[config.mk]
export PLATFORM = sky130hd
export DESIGN_NAME = mem_rd_arbiter
export DESIGN_NICKNAME = d
export VERILOG_FILES = /design/src/rtl/mem_rd_arbiter.sv
export SDC_FILE = /design/constraint.sdc
export NUM_CORES = 1
export LEC_CHECK = 0
export ABC_AREA = 1
export BUFFER_PORTS_ARGS = -buffer_cell sky130_fd_sc_hd__buf_2
export CORE_MARGIN = 1.5
export CORE_UTILIZATION = 30
export DETAILED_ROUTE_END_ITERATION = 10
export PLACE_DENSITY = 0.59
export SLEW_MARGIN = 15
export SYNTH_ARGS = -nofsm -noshare
export SYNTH_HDL_FRONTEND = slang
export SYNTH_SLANG_ARGS = --single-unit
[constraint.sdc]
create_clock -name clk -period 1.9 [get_ports clk]
set_input_delay 0.095 -clock clk [delete_from_list [all_inputs] [get_ports clk]]
set_output_delay 0.095 -clock clk [all_outputs]
set_load 0.05 [all_outputs]
[src/rtl/mem_rd_arbiter.sv]
// rtl/mem_rd_arbiter.sv - shared read-port arbiter for fetch and data read requests
// One transaction in flight: IDLE -> ISSUE -> WAIT -> RESP -> IDLE, data priority with fetch anti-starvation.
module mem_rd_arbiter #(
  parameter int STARVE_LIMIT = 4,
  parameter int TIMEOUT      = 255
) (
  input  logic        clk,
  input  logic        rst,
  input  logic        if_req,
  input  logic [63:0] if_addr,
  output logic        if_resp_valid,
  output logic [31:0] if_instr,
  output logic        if_error,
  input  logic        d_req,
  input  logic [63:0] d_addr,
  output logic        d_resp_valid,
  output logic [63:0] d_data,
  output logic        d_error,
  output logic        mem_req,
  output logic [63:0] mem_addr,
  input  logic        mem_resp_valid,
  input  logic [63:0] mem_rdata,
  input  logic        mem_error
);

  localparam int SW = (STARVE_LIMIT < 1) ? 1 : $clog2(STARVE_LIMIT + 1);
  localparam int WW = (TIMEOUT < 2) ? 1 : $clog2(TIMEOUT + 1);
  localparam logic [SW-1:0] STARVE_MAX = SW'(STARVE_LIMIT);
  localparam logic [WW-1:0] WAIT_LAST  = WW'(TIMEOUT - 1);

  typedef enum logic [1:0] {
    S_IDLE  = 2'd0,
    S_ISSUE = 2'd1,
    S_WAIT  = 2'd2,
    S_RESP  = 2'd3
  } state_t;

  state_t        state_q, state_d;
  logic          owner_q, owner_d;   // 1: data owns the transaction, 0: fetch
  logic          sel_q, sel_d;
  logic [63:0]   addr_q, addr_d;
  logic [SW-1:0] starve_q, starve_d;
  logic [WW-1:0] wcnt_q, wcnt_d;
  logic [31:0]   if_instr_q, if_instr_d;
  logic          if_error_q, if_error_d;
  logic [63:0]   d_data_q, d_data_d;
  logic          d_error_q, d_error_d;

  logic          grant_fetch;
  logic          rsp_done;
  logic [63:0]   rsp_data;
  logic          rsp_err;
  logic          unused_addr_bits;

  assign unused_addr_bits = ^{if_addr[1:0], d_addr[1:0]};

  always_comb begin
    state_d     = state_q;
    owner_d     = owner_q;
    sel_d       = sel_q;
    addr_d      = addr_q;
    starve_d    = starve_q;
    wcnt_d      = wcnt_q;
    if_instr_d  = if_instr_q;
    if_error_d  = if_error_q;
    d_data_d    = d_data_q;
    d_error_d   = d_error_q;
    grant_fetch = 1'b0;
    // A timeout looks like a response carrying zero data and an error flag.
    rsp_done    = mem_resp_valid || (wcnt_q == WAIT_LAST);
    rsp_data    = mem_resp_valid ? mem_rdata : 64'd0;
    rsp_err     = mem_resp_valid ? mem_error : 1'b1;

    case (state_q)
      S_IDLE: begin
        if (if_req || d_req) begin
          grant_fetch = if_req && (!d_req || (starve_q == STARVE_MAX));
          owner_d     = !grant_fetch;
          if (grant_fetch) begin
            sel_d    = if_addr[2];
            addr_d   = {if_addr[63:3], 3'b000};
            starve_d = '0;
          end else begin
            sel_d  = d_addr[2];
            addr_d = {d_addr[63:3], 3'b000};
            if (!if_req) begin
              starve_d = '0;
            end else if (starve_q != STARVE_MAX) begin
              starve_d = starve_q + SW'(1);
            end
          end
          state_d = S_ISSUE;
        end
      end
      S_ISSUE: begin
        wcnt_d  = '0;
        state_d = S_WAIT;
      end
      S_WAIT: begin
        if (rsp_done) begin
          if (owner_q) begin
            d_data_d  = rsp_data;
            d_error_d = rsp_err;
          end else begin
            if_instr_d = sel_q ? rsp_data[63:32] : rsp_data[31:0];
            if_error_d = rsp_err;
          end
          state_d = S_RESP;
        end else begin
          wcnt_d = wcnt_q + WW'(1);
        end
      end
      S_RESP: begin
        state_d = S_IDLE;
      end
      default: begin
        state_d = S_IDLE;
      end
    endcase
  end

  always_ff @(posedge clk) begin
    if (rst) begin
      state_q    <= S_IDLE;
      owner_q    <= 1'b0;
      sel_q      <= 1'b0;
      addr_q     <= '0;
      starve_q   <= '0;
      wcnt_q     <= '0;
      if_instr_q <= '0;
      if_error_q <= 1'b0;
      d_data_q   <= '0;
      d_error_q  <= 1'b0;
    end else begin
      state_q    <= state_d;
      owner_q    <= owner_d;
      sel_q      <= sel_d;
      addr_q     <= addr_d;
      starve_q   <= starve_d;
      wcnt_q     <= wcnt_d;
      if_instr_q <= if_instr_d;
      if_error_q <= if_error_d;
      d_data_q   <= d_data_d;
      d_error_q  <= d_error_d;
    end
  end

  assign mem_req       = (state_q == S_ISSUE);
  assign mem_addr      = addr_q;
  assign if_resp_valid = (state_q == S_RESP) && !owner_q;
  assign d_resp_valid  = (state_q == S_RESP) && owner_q;
  assign if_instr      = if_instr_q;
  assign if_error      = if_error_q;
  assign d_data        = d_data_q;
  assign d_error       = d_error_q;

endmodule
# Word level (Yosys, flattened, before mapping)
# Cells that the tools add are included.
totals:
  in_bits: 198
  wordCells: 53
  out_inout_bits: 165
  mem_bits_ro: 0
  memories: 0
  reg_bits: 177
  latch_bits: 0
  ramBits: 0
classes:
  n_shift: 0
  mul: 0
  muxes: 13
  bitwise: 1
  n_reduce_logical: 17
  n_div: 0
  n_addsub: 2
  eq_ne: 10
  magnitude_cmp: 0
op_table:
  columns: ["operator", "count"]
  rows:
  - ["two-way mux 64 bit", 2]
  - ["two-way mux 32 bit", 1]
  - ["case mux 8 bit (2 select lines)", 1]
  - ["two-way mux 3 bit", 3]
  - ["AND reduction 3 bit", 3]
  - ["adder 8 x 1 -> 8 bit, second input constant", 1]
  - ["equality test 8 bit, second input constant", 1]
  - ["two-way mux 8 bit", 1]
  - ["case mux 2 bit (4 select lines)", 1]
  - ["!= test 2 bit, second input constant", 3]
  - ["AND reduction 2 bit", 3]
  - ["equality test 2 bit, second input constant", 2]
  - ["two-way mux 2 bit", 2]
  - ["adder 3 x 1 -> 3 bit, second input constant", 1]
  - ["equality test 3 bit, second input constant", 1]
  - ["logical AND 1 bit", 3]
  - ["zero test 1 bit", 3]
  - ["logical OR 1 bit", 3]
  - ["!= test 3 x 1 -> 1 bit, second input constant", 1]
  - ["!= test 3 bit, second input constant", 1]
  - ["equality test 2 x 1 -> 1 bit, second input constant", 1]
  - ["zero test 2 bit", 1]
  - ["two-way mux 1 bit", 2]
  - ["nonzero test 2 bit", 1]
  - ["NOT 1 bit", 1]

# Depth between registers and ports, before layout
# Gate-level depths: netlist of the first run.
depth:
  ltp_word: 5
  depth_mapped: 11

# Least setup slack after synthesis of the first run
# No wires, ideal clock.
synth_path:
  path_kind: "flip-flop to flip-flop"
  start: "reg state_q[0]"
  end: "reg if_instr_q[18], in the netlist if_instr[18]"
  arrival_time_ns: 1.503
  period_less_slack_ns: 1.613
  slack_ns: 0.287
  path_stages_with_launch: 9
  t_required_ns: 1.790
  setup_ns: 0.110
  path_cell_list: "dfxtp_1 inv_1 ha_1 buf_2 clkbuf_1 buf_1 nand4_1 nand2_1 nor2_1"
synth_via:
  elab_chain_len: 2
synth_lines:
  columns: ["element", "line", "rtl"]
  rows:
  - ["start: declaration", "38", "state_t state_q, state_d;"]
  - ["start signal: assignment", "135", "state_q <= state_d;"]
  - ["equality test 2 bit", "74", "case (state_q)"]
  - ["AND reduction 3 bit (no source line)", null, null]
  - ["end signal: assignment", "141", "if_instr_q <= if_instr_d;"]
  - ["end: declaration", "44", "logic [31:0] if_instr_q, if_instr_d;"]
# Every way passes these cells.
# A chain may end at the register's enable or synchronous reset.

# Worst setup path after layout of the first run
layout_path:
  start: "reg wcnt_q[0]"
  end: "reg if_instr_q[17], in the netlist if_instr[17]"
layout_via:
  elab_chain_len: 3
layout_lines:
  columns: ["element", "line", "rtl"]
  rows:
  - ["start: declaration", "43", "logic [WW-1:0] wcnt_q, wcnt_d;"]
  - ["start signal: assignment", "140", "wcnt_q <= wcnt_d;"]
  - ["equality test 8 bit", "70", "rsp_done = mem_resp_valid || (wcnt_q == WAIT_LAST);"]
  - ["logical OR 1 bit", "70", null]
  - ["AND reduction 3 bit (no source line)", null, null]
# Every way passes these cells.

==> results by group, run 1 <==
Floorplan
  – Top Ports: 363
  – Initial Util: 30.4%
  – Total Die Area: roughly 32,000 sq um
  – CORE AREA: 30,500 sq um
  – FP Rows: 64
  – Die Y: 179 microns
  – DIE WIDTH: approximately 180 microns

Yosys
  – Xor/xnor share of the synthesized area: less than 1%
  – Yosys warning count: 0
  – Number of synthesized flops with an enable pin: 0
  – Synth top area share: between 30% and 40%
  – Simple-Gate Fraction of Synth Area: ~37%
  – Most numerous cell in the Yosys netlist: nand2_1
  – Synth area leader: dfxtp_1
  – Largest cells by area after synthesis: dfxtp_1 (38%), nand2_1 (14%), inv_1 (11%), nor2_1 (8.5%), nand3_1 (7.5%)
  – Combinational family with the most area after synthesis: simple AND/OR/NAND/NOR gates
  – Mapped cell area: about 9300 sq um
  – Top post-synthesis cells by count: nand2_1 (356), inv_1 (273), nor2_1 (209), dfxtp_1 (174), nand3_1 (138)
  – Async S/R FF share, synth: 0%
  – Post-synthesis mux area share: 0%
  – Primary FF master, synth: dfxtp_1
  – Mapped Avg Cell Area: around 6.4 sq um
  – Post-synthesis compound-gate area fraction: about 6%
  – Post-Synth Adder-Cell Area: around 1.2%
  – Distinct cells, synth: 26
  – #FFs+latches synth: 174
  – Register area share after synthesis: 37.6%
  – Synth Instances: 1,458

Job
  – Max cap viols: 0

Clock network
  – Worst-path clk slew: 80 ps
  – Worst skew pair latency: between 400 and 500 ps
  – Post-CTS setup buffer count: 0
  – Clock Tree Root: clkbuf_16
  – Clk sinks: around 170
  – CTS Buffer Depth: 2
  – CTS HTree Levels: 4
  – CTS tree: done
  – Inserted Clock Buffers: 17
  – Post-CTS resize count: 0

Worst setup path
  – Worst Reg-to-Reg Cells: 12
  – Critical path depth: 12
  – R2R Path Start: wcnt_q[0]
  – Critical Path Start: wcnt_q[0]
  – Worst setup path endpoint: if_instr[17]
  – CP max stage delay: about 340 ps
  – Buf+Inv Stages, Crit Path: 4
  – Critical Path Source Type: flop
  – RR Endpoint: if_instr[17]
  – CP Cell Sequence: inv_1 -> ha_1 -> nand2_1 -> nor2_1 -> nand2_2 -> nand2_4 -> buf_12 -> nand3_2 -> buf_12 -> nand2_1 -> inv_1 -> nor2_1
  – FF-to-FF setup slack: roughly 140 ps
  – Crit Path Class: reg -> reg
  – CP delay by family, top: simple AND/OR/NAND/NOR gates
  – Critical Path RT: approximately 2300 ps
  – Setup crit end kind: flop
  – Crit path DAT: 2140 ps
  – Slowest stage cell on the critical path: dfxtp_1
  – Crit Path Max Fanout: 33

Worst hold path
  – Hold Path Class: in -> reg

Timing
  – Final Skew: 18.6 ps
  – Final setup viols: 0
  – Period minus WS final: 1760 ps
  – Max-slew violations: 0
  – Setup ws final: 141 ps
  – RSZ-0062 raised after global routing: false
  – Hold_ws: between 10 and 15 ps
  – Setup TNS: 0 ps
  – Fmax: 568 MHz
  – Period utilization: about 90%
  – Final hold violation count: 0

Outcome
  – Status: completed

Route
  – ANT nets after route: 0
  – Residual DRC: 0
  – Detailed Route Iter0 Violations: roughly 680
  – Via count: roughly 10,000
  – DR pass1 iterations: 5
  – Wire length per cell: between 15 and 20 microns
  – Via/cell ratio: about 4.6
  – Total routed wirelength: 34,000 microns

Power
  – Total power per unit cell area: around 1300 nW/um^2
  – Max rail drop VDD: just over 0.9 mV
  – Total Power: 16,100 uW
  – Lkg Pwr: roughly 0.0068 uW

Placement
  – Dpl ws: ~110 ps
  – Port Buffers: approximately 360
  – DP HPWL: 24,600 microns
  – Final Wtd Congestion: 0.875

Layout
  – Fraction of layout cells with a size suffix above 1: 23.7%
  – Fill cells: around 3,300
  – Antenna Cells: 0
  – Area Growth Syn to Fin: 36.2%
  – Nets: approximately 2,000

GRT
  – GR Util All Layers: between 20% and 30%
  – Global-route wire length before repair: 50,700 microns
  – Global route overflow: 0
  – Vias in the first global route: between 9,000 and 10,000
  – Largest net degree at the start of global routing: 75
  – Antenna violations before repair: 5
[registers in the layout, summed over array words and instances, names as in the netlist]
| register | cells |
|---|---|
| d_data | 64 |
| mem_addr | 61 |
| if_instr | 32 |
| wcnt_q | 8 |
| starve_q | 3 |
| state_q | 2 |
| d_error | 1 |
| if_error | 1 |
| owner_q | 1 |
| sel_q | 1 |
[worst min-delay path by stage]
stage / to / cells after the start / from
CTS: d_data[43] / 5 / mem_rdata[43]
global placement: mem_addr[13] / 5 / d_addr[13]
floorplan: owner_q / 3 / if_req
finish: mem_addr[30] / 5 / d_addr[30]
global route: mem_addr[30] / 5 / d_addr[30]
detailed placement: mem_addr[51] / 5 / d_addr[51]
[cells by family after synthesis]
kind of cell             count (synthesis)
AO/OA/AOI/OAI                           81
flip-flops                             174
other                                    1
XOR/XNOR                                 2
adder cells (fa/ha/maj)                  9
buffers and inverters                  386
AND/OR/NAND/NOR                        805
[worst register-to-register path: stages, from the launching register on]
cell,delay [ps]
dfxtp_1,340
inv_1,80
ha_1,140
nand2_1,50
nor2_1,120
nand2_2,90
nand2_4,170
buf_12,200
nand3_2,100
buf_12,180
nand2_1,80
inv_1,30
nor2_1,110
[cell type report]
class	instances	area (sq um)	area share, %
Sequential cell	174	3480	27.6
Multi-Input combinational cell	900	4200	33.3
Timing Repair Buffer	444	2750	21.8
Clock inverter	14	224	1.77
Tap cell	396	495	3.92
Clock buffer	18	429	3.40
Inverter	275	1040	8.23
[placed cells by master (no fill, tap or decap), types with 3 or more instances in the layout]
master         netlist  routed
dlygate4sd3_1        0      56
inv_1              273     272
o21ai_0              3       3
dfxtp_1            174     173
inv_6                0       8
bufinv_16            0       5
a21oi_1             15      15
nor2_1             209     209
nand3_1            138     138
nand4_1             93      93
buf_12               0      12
buf_2               21     355
buf_4                3      20
conb_1               1       3
ha_1                 9       8
nand2_2              3       4
nand2_1            356     354
o211ai_1            62      62
clkbuf_16            0      18
[metrics by stage]
step | utilization (%) | std cells | area [sq um]
final | 41.4 | 2221 | 12600
after detailed placement | 37.3 | 2132 | 11400
after global routing | 41.4 | 2221 | 12600
after CTS | 41.3 | 2220 | 12600
after global placement | 37.3 | 2132 | 11400
after floorplan | - | 1460 | 9280
[per-layer routing]
layer,track usage [%],up-vias,share of wire [%]
li1,-,5215,-
met1,23.8,4523,40
met2,36.0,390,49
met3,5.45,58,7.3
met4,9.24,10,3.7
met5,0,-,0.16
[power by group]
group          total (uW)  internal, uW  switching, uW
Clock                4030          2370           1660
Combinational        7250          1880           5370
Sequential           4830          4390            439
Total               16100          8640           7480
[timing repair]
| item | in CTS | in global routing |
|---|---|---|
| endpoints found under the setup margin | 0 | 9 |
| hold buffers | 56 | 0 |
| endpoints found under the hold margin | 62 | 0 |
No activity file was read; power rests on OpenSTA's default activity.
==> run 2, diff against run 1 <==
- HOLD_SLACK_MARGIN: not set -> 0.15
==> results by group, run 2 (synthesized netlist as in run 1, its figures left out) <==
Clock network
  – Worst skew pair latency: 440 ps
  – CTS tree: done
  – Post-CTS setup buffer count: 0
  – Clock Tree Root: clkbuf_16
  – CTS HTree Levels: 4
  – Worst-path clk slew: approximately 70 ps
  – Clk sinks: about 170
  – Inserted Clock Buffers: 17
  – CTS Buffer Depth: 2

Placement
  – Port Buffers: 355
  – Dpl ws: between 100 and 150 ps
  – Final Wtd Congestion: ~0.88
  – DP HPWL: around 25,000 microns

Worst setup path
  – CP Cell Sequence: inv_1 -> ha_1 -> o21ai_2 -> dlygate4sd3_1 -> nand2_1 -> a21oi_1
  – Critical Path Source Type: flop
  – Crit path DAT: 2120 ps
  – CP delay by family, top: buffers and inverters
  – Buf+Inv Stages, Crit Path: 2
  – Crit Path Class: reg -> reg
  – Crit Path Max Fanout: 4
  – CP max stage delay: 630 ps
  – Critical Path RT: approximately 2300 ps
  – Setup crit end kind: flop
  – Slowest stage cell on the critical path: dlygate4sd3_1

GRT
  – Vias in the first global route: slightly above 10,000
  – Largest net degree at the start of global routing: 75
  – Global-route wire length before repair: roughly 56,000 microns
  – Met1 Use GR: between 20% and 30%
  – Global route overflow: 0
  – Gr busiest metal: met2
  – GRT met2 Usage: between 30% and 40%
  – GR Util All Layers: 22.5%
  – Antenna violations before repair: 2
  – Met3 Usage GRT: roughly 5.4%

Layout
  – Max reg flops: 64
  – Most frequent cells in the layout: buf_2 (355), nand2_1 (354), inv_1 (272), nor2_1 (209), dlygate4sd3_1 (186)
  – Fraction of layout cells with a size suffix above 1: between 20% and 30%
  – Commonest non-fill, non-tap cell in the layout: buf_2
  – Area Growth Syn to Fin: 50.3%
  – Nets: 2,149

Power
  – Lkg Pwr: around 0.0074 uW
  – Total Power: roughly 16,000 uW
  – Total power per unit cell area: 1180 nW/um^2
  – Max rail drop VDD: between 1 and 1.5 mV

Timing
  – Final Skew: roughly 19 ps
  – Final hold violation count: 0
  – Setup TNS: 0 ps
  – Setup ws final: 135 ps
  – Rel. slew slack: 64.7%
  – Worst slew pin tran: ~530 ps
  – Fmax: about 570 MHz
  – Max-slew violations: 0
  – Period minus WS final: between 1500 and 2000 ps
  – Period utilization: between 90 and 100%
  – Final setup viols: 0
  – RSZ-0062 raised after global routing: false

Floorplan
  – FP Rows: between 60 and 70
  – Initial Util: between 30 and 40%
  – CORE AREA: 30,500 sq um
  – DIE WIDTH: about 180 microns
  – Total Die Area: around 32,000 sq um
  – Die Y: around 180 microns
  – Top Ports: approximately 360

Route
  – DR pass1 iterations: 8
  – ANT nets after route: 0
  – Detailed Route Iter0 Violations: approximately 790
  – Total routed wirelength: 37,300 microns
  – Wire length per cell: approximately 16 microns
  – Residual DRC: 0
  – Via count: about 11,000
  – Via/cell ratio: ~4.7

Outcome
  – Status: completed

Job
  – Max cap viols: 0

Worst hold path
  – Hold Path Class: in -> reg
==> run 2: path summary, 6_finish.rpt <==
check                              startpoint          to  slack [ps]  cells after the start
worst max-delay path               state_q[0]     owner_q         130                      6
worst min-delay path            mem_rdata[31]  d_data[31]         160                      5
worst min register to register       if_error    if_error         450                      2
worst max register to register     state_q[0]     owner_q         130                      6
==> run 2: routing by layer <==
layer  vias to the layer above  routed length (microns)  share of wire (%)
met5                         -                       22              0.059
met3                        71                     3020                8.1
met2                       546                    17800                 48
met1                      4884                    14800                 40
li1                       5480                        -                  -
met4                         4                     1620                4.4
==> run 2: final cells by class <==
class,instances,area [sq um]
timing repair buffer,574,4050
tap,396,495
antenna,1,2.50
fill,3047,16600
clock buffer,18,429
clock inverter,14,224
multi-input combinational,900,4200
sequential,174,3490
inverter,275,1040
==> run 2: where the power goes <==
part | switching, uW | internal, uW
registers | 445 | 4400
clock network | 1680 | 2370
logic | 5480 | 2070
==> run 2: per-stage QoR <==
stage	cells	utilization [%]	hold WS, ps	instance area, sq um
final	2352	45.7	156	13900
after global routing	2351	45.6	165	13900
after CTS	2350	45.6	152	13900
after detailed placement	2132	37.3	430	11400
after global placement	2132	37.3	417	11400
after floorplan	1460	-	316	9280
==> run 2: timing repair <==
action / CTS / global route
endpoints found under the hold margin: 137 / 0
gates resized for setup: 0 / 1
endpoints found under the setup margin: 0 / 10
hold buffers: 186 / 0
==> run 2: worst register-to-register path, stage by stage, from the launching register on <==
cell	delay, ps
dfxtp_1	360
inv_1	120
ha_1	250
o21ai_2	120
dlygate4sd3_1	630
nand2_1	60
a21oi_1	140
==> run 3, diff against run 2 <==
- MAX_ROUTING_LAYER: not set -> met4
==> results by group, run 3 (synthesized netlist as in run 1, its figures left out) <==
Outcome
  – Status: completed

Timing
  – Final setup viols: 0
  – Final hold violation count: 0
  – Worst slew pin tran: ~520 ps
  – Rel. slew slack: approximately 65%
  – Max-slew violations: 0
  – Setup TNS: 0 ps
  – Period utilization: ~93%
  – Final Skew: 17.0 ps
  – Period minus WS final: approximately 1800 ps
  – Fmax: between 500 and 600 MHz
  – RSZ-0062 raised after global routing: false

Placement
  – Final Wtd Congestion: approximately 0.89
  – DP HPWL: 24,600 microns
  – Port Buffers: about 360

Worst setup path
  – Critical Path Source Type: flop
  – Setup crit end kind: flop
  – Critical Path RT: around 2300 ps
  – CP Cell Sequence: inv_1 -> ha_1 -> nand2_1 -> nor2_1 -> nand2_2 -> nand2_4 -> buf_12 -> nand3_2 -> buf_12 -> nand2_1 -> inv_1 -> nor2_1
  – Buf+Inv Stages, Crit Path: 4
  – CP delay by family, top: simple AND/OR/NAND/NOR gates
  – CP max stage delay: between 300 and 400 ps
  – Crit Path Max Fanout: 33
  – Slowest stage cell on the critical path: dfxtp_1
  – Crit path DAT: 2150 ps
  – Crit Path Class: reg -> reg

Clock network
  – CTS Buffer Depth: 2
  – Clk sinks: approximately 170
  – Post-CTS setup buffer count: 0
  – CTS HTree Levels: 4
  – Worst skew pair latency: 440 ps
  – Clock Tree Root: clkbuf_16
  – Inserted Clock Buffers: 17
  – CTS tree: done
  – Worst-path clk slew: approximately 80 ps

Layout
  – Fraction of layout cells with a size suffix above 1: 22.2%
  – Max reg flops: between 60 and 70
  – Most frequent cells in the layout: buf_2 (355), nand2_1 (354), inv_1 (272), nor2_1 (209), dlygate4sd3_1 (186)
  – Fill cells: approximately 3,000
  – Final core utilization: between 40% and 50%
  – Area Growth Syn to Fin: 50.4%
  – Nets: roughly 2,100
  – Commonest non-fill, non-tap cell in the layout: buf_2

Power
  – Total power per unit cell area: ~1200 nW/um^2
  – Total Power: around 16,000 uW
  – Lkg Pwr: approximately 0.0074 uW
  – Max rail drop VDD: between 1 and 1.5 mV

Route
  – Wire length per cell: about 16 microns
  – Via count: approximately 11,000
  – Detailed Route Iter0 Violations: 805
  – Total routed wirelength: between 30,000 and 40,000 microns
  – Via/cell ratio: about 4.7
  – Residual DRC: 0
  – ANT nets after route: 0
  – DR pass1 iterations: 8

GRT
  – Largest net degree at the start of global routing: 75
  – Vias in the first global route: roughly 10,000
  – Antenna violations before repair: 2
  – Global-route wire length before repair: roughly 56,000 microns
  – GR Util All Layers: a little under a quarter
  – Global route overflow: 0

Floorplan
  – CORE AREA: between 30,000 and 40,000 sq um
  – FP Rows: 64
  – Total Die Area: roughly 32,000 sq um
  – Die Y: 179 microns
  – DIE WIDTH: around 180 microns
  – Initial Util: a little over 30%
  – Top Ports: 363

Job
  – Max cap viols: 0

Worst hold path
  – Hold Path Class: in -> reg
## run 3: final timing paths
check                                    from            to  slack (ps)  cells after the start
worst max-delay path                wcnt_q[0]  if_instr[17]         130                     12
worst min-delay path            mem_rdata[31]    d_data[31]         150                      5
worst max register to register      wcnt_q[0]  if_instr[17]         130                     12
worst min register to register       if_error      if_error         450                      2
## run 3: what timing repair did
item | 4_1_cts | 5_1_grt
hold endpoints to repair | 137 | 0
gates resized for setup | 0 | 1
hold buffers | 186 | 0
setup endpoints to repair | 0 | 11
## run 3: power breakdown
part	internal [uW]	switching (uW)	leakage, uW
registers	4400	445	0.00142
logic	2070	5480	0.00562
clock network	2370	1660	0.000317
total	8840	7590	0.00736
## run 3: layout make-up
| type | instances | area (sq um) | share of cell area, % |
|---|---|---|---|
| multi-input cells | 900 | 4200 | 30.1 |
| repair buffers | 574 | 4050 | 29.1 |
| flip-flops and latches | 174 | 3490 | 25.0 |
| inverters | 275 | 1040 | 7.45 |
| well taps | 396 | 495 | 3.56 |
| clock buffers | 18 | 429 | 3.08 |
| clock inverters | 14 | 224 | 1.61 |
| diodes | 3 | 7.51 | 0.0539 |
## run 3: routing by layer
| layer | GRT usage, % | wire [microns] | vias up |
|---|---|---|---|
| met5 | - | 0 | - |
| met3 | 4.96 | 3010 | 69 |
| met2 | 38.4 | 17800 | 535 |
| li1 | - | - | 5482 |
| met4 | 11.3 | 1630 | 0 |
| met1 | 26.6 | 14800 | 4880 |
## run 3: worst register-to-register path, cell delays in order, from the launching register on
cell	delay (ps)
dfxtp_1	340
inv_1	80
ha_1	140
nand2_1	50
nor2_1	110
nand2_2	90
nand2_4	170
buf_12	200
nand3_2	110
buf_12	180
nand2_1	90
inv_1	40
nor2_1	110
## run 3: per-stage QoR
step	instance area (sq um)	hold slack, ps	setup slack (ps)	std cells
6_report	13900	154	127	2354
5_1_grt	13900	164	2.24	2353
4_1_cts	13900	152	106	2350
3_5_place_dp	11400	430	113	2132
3_3_place_gp	11400	417	202	2132
2_1_floorplan	9280	316	287	1460
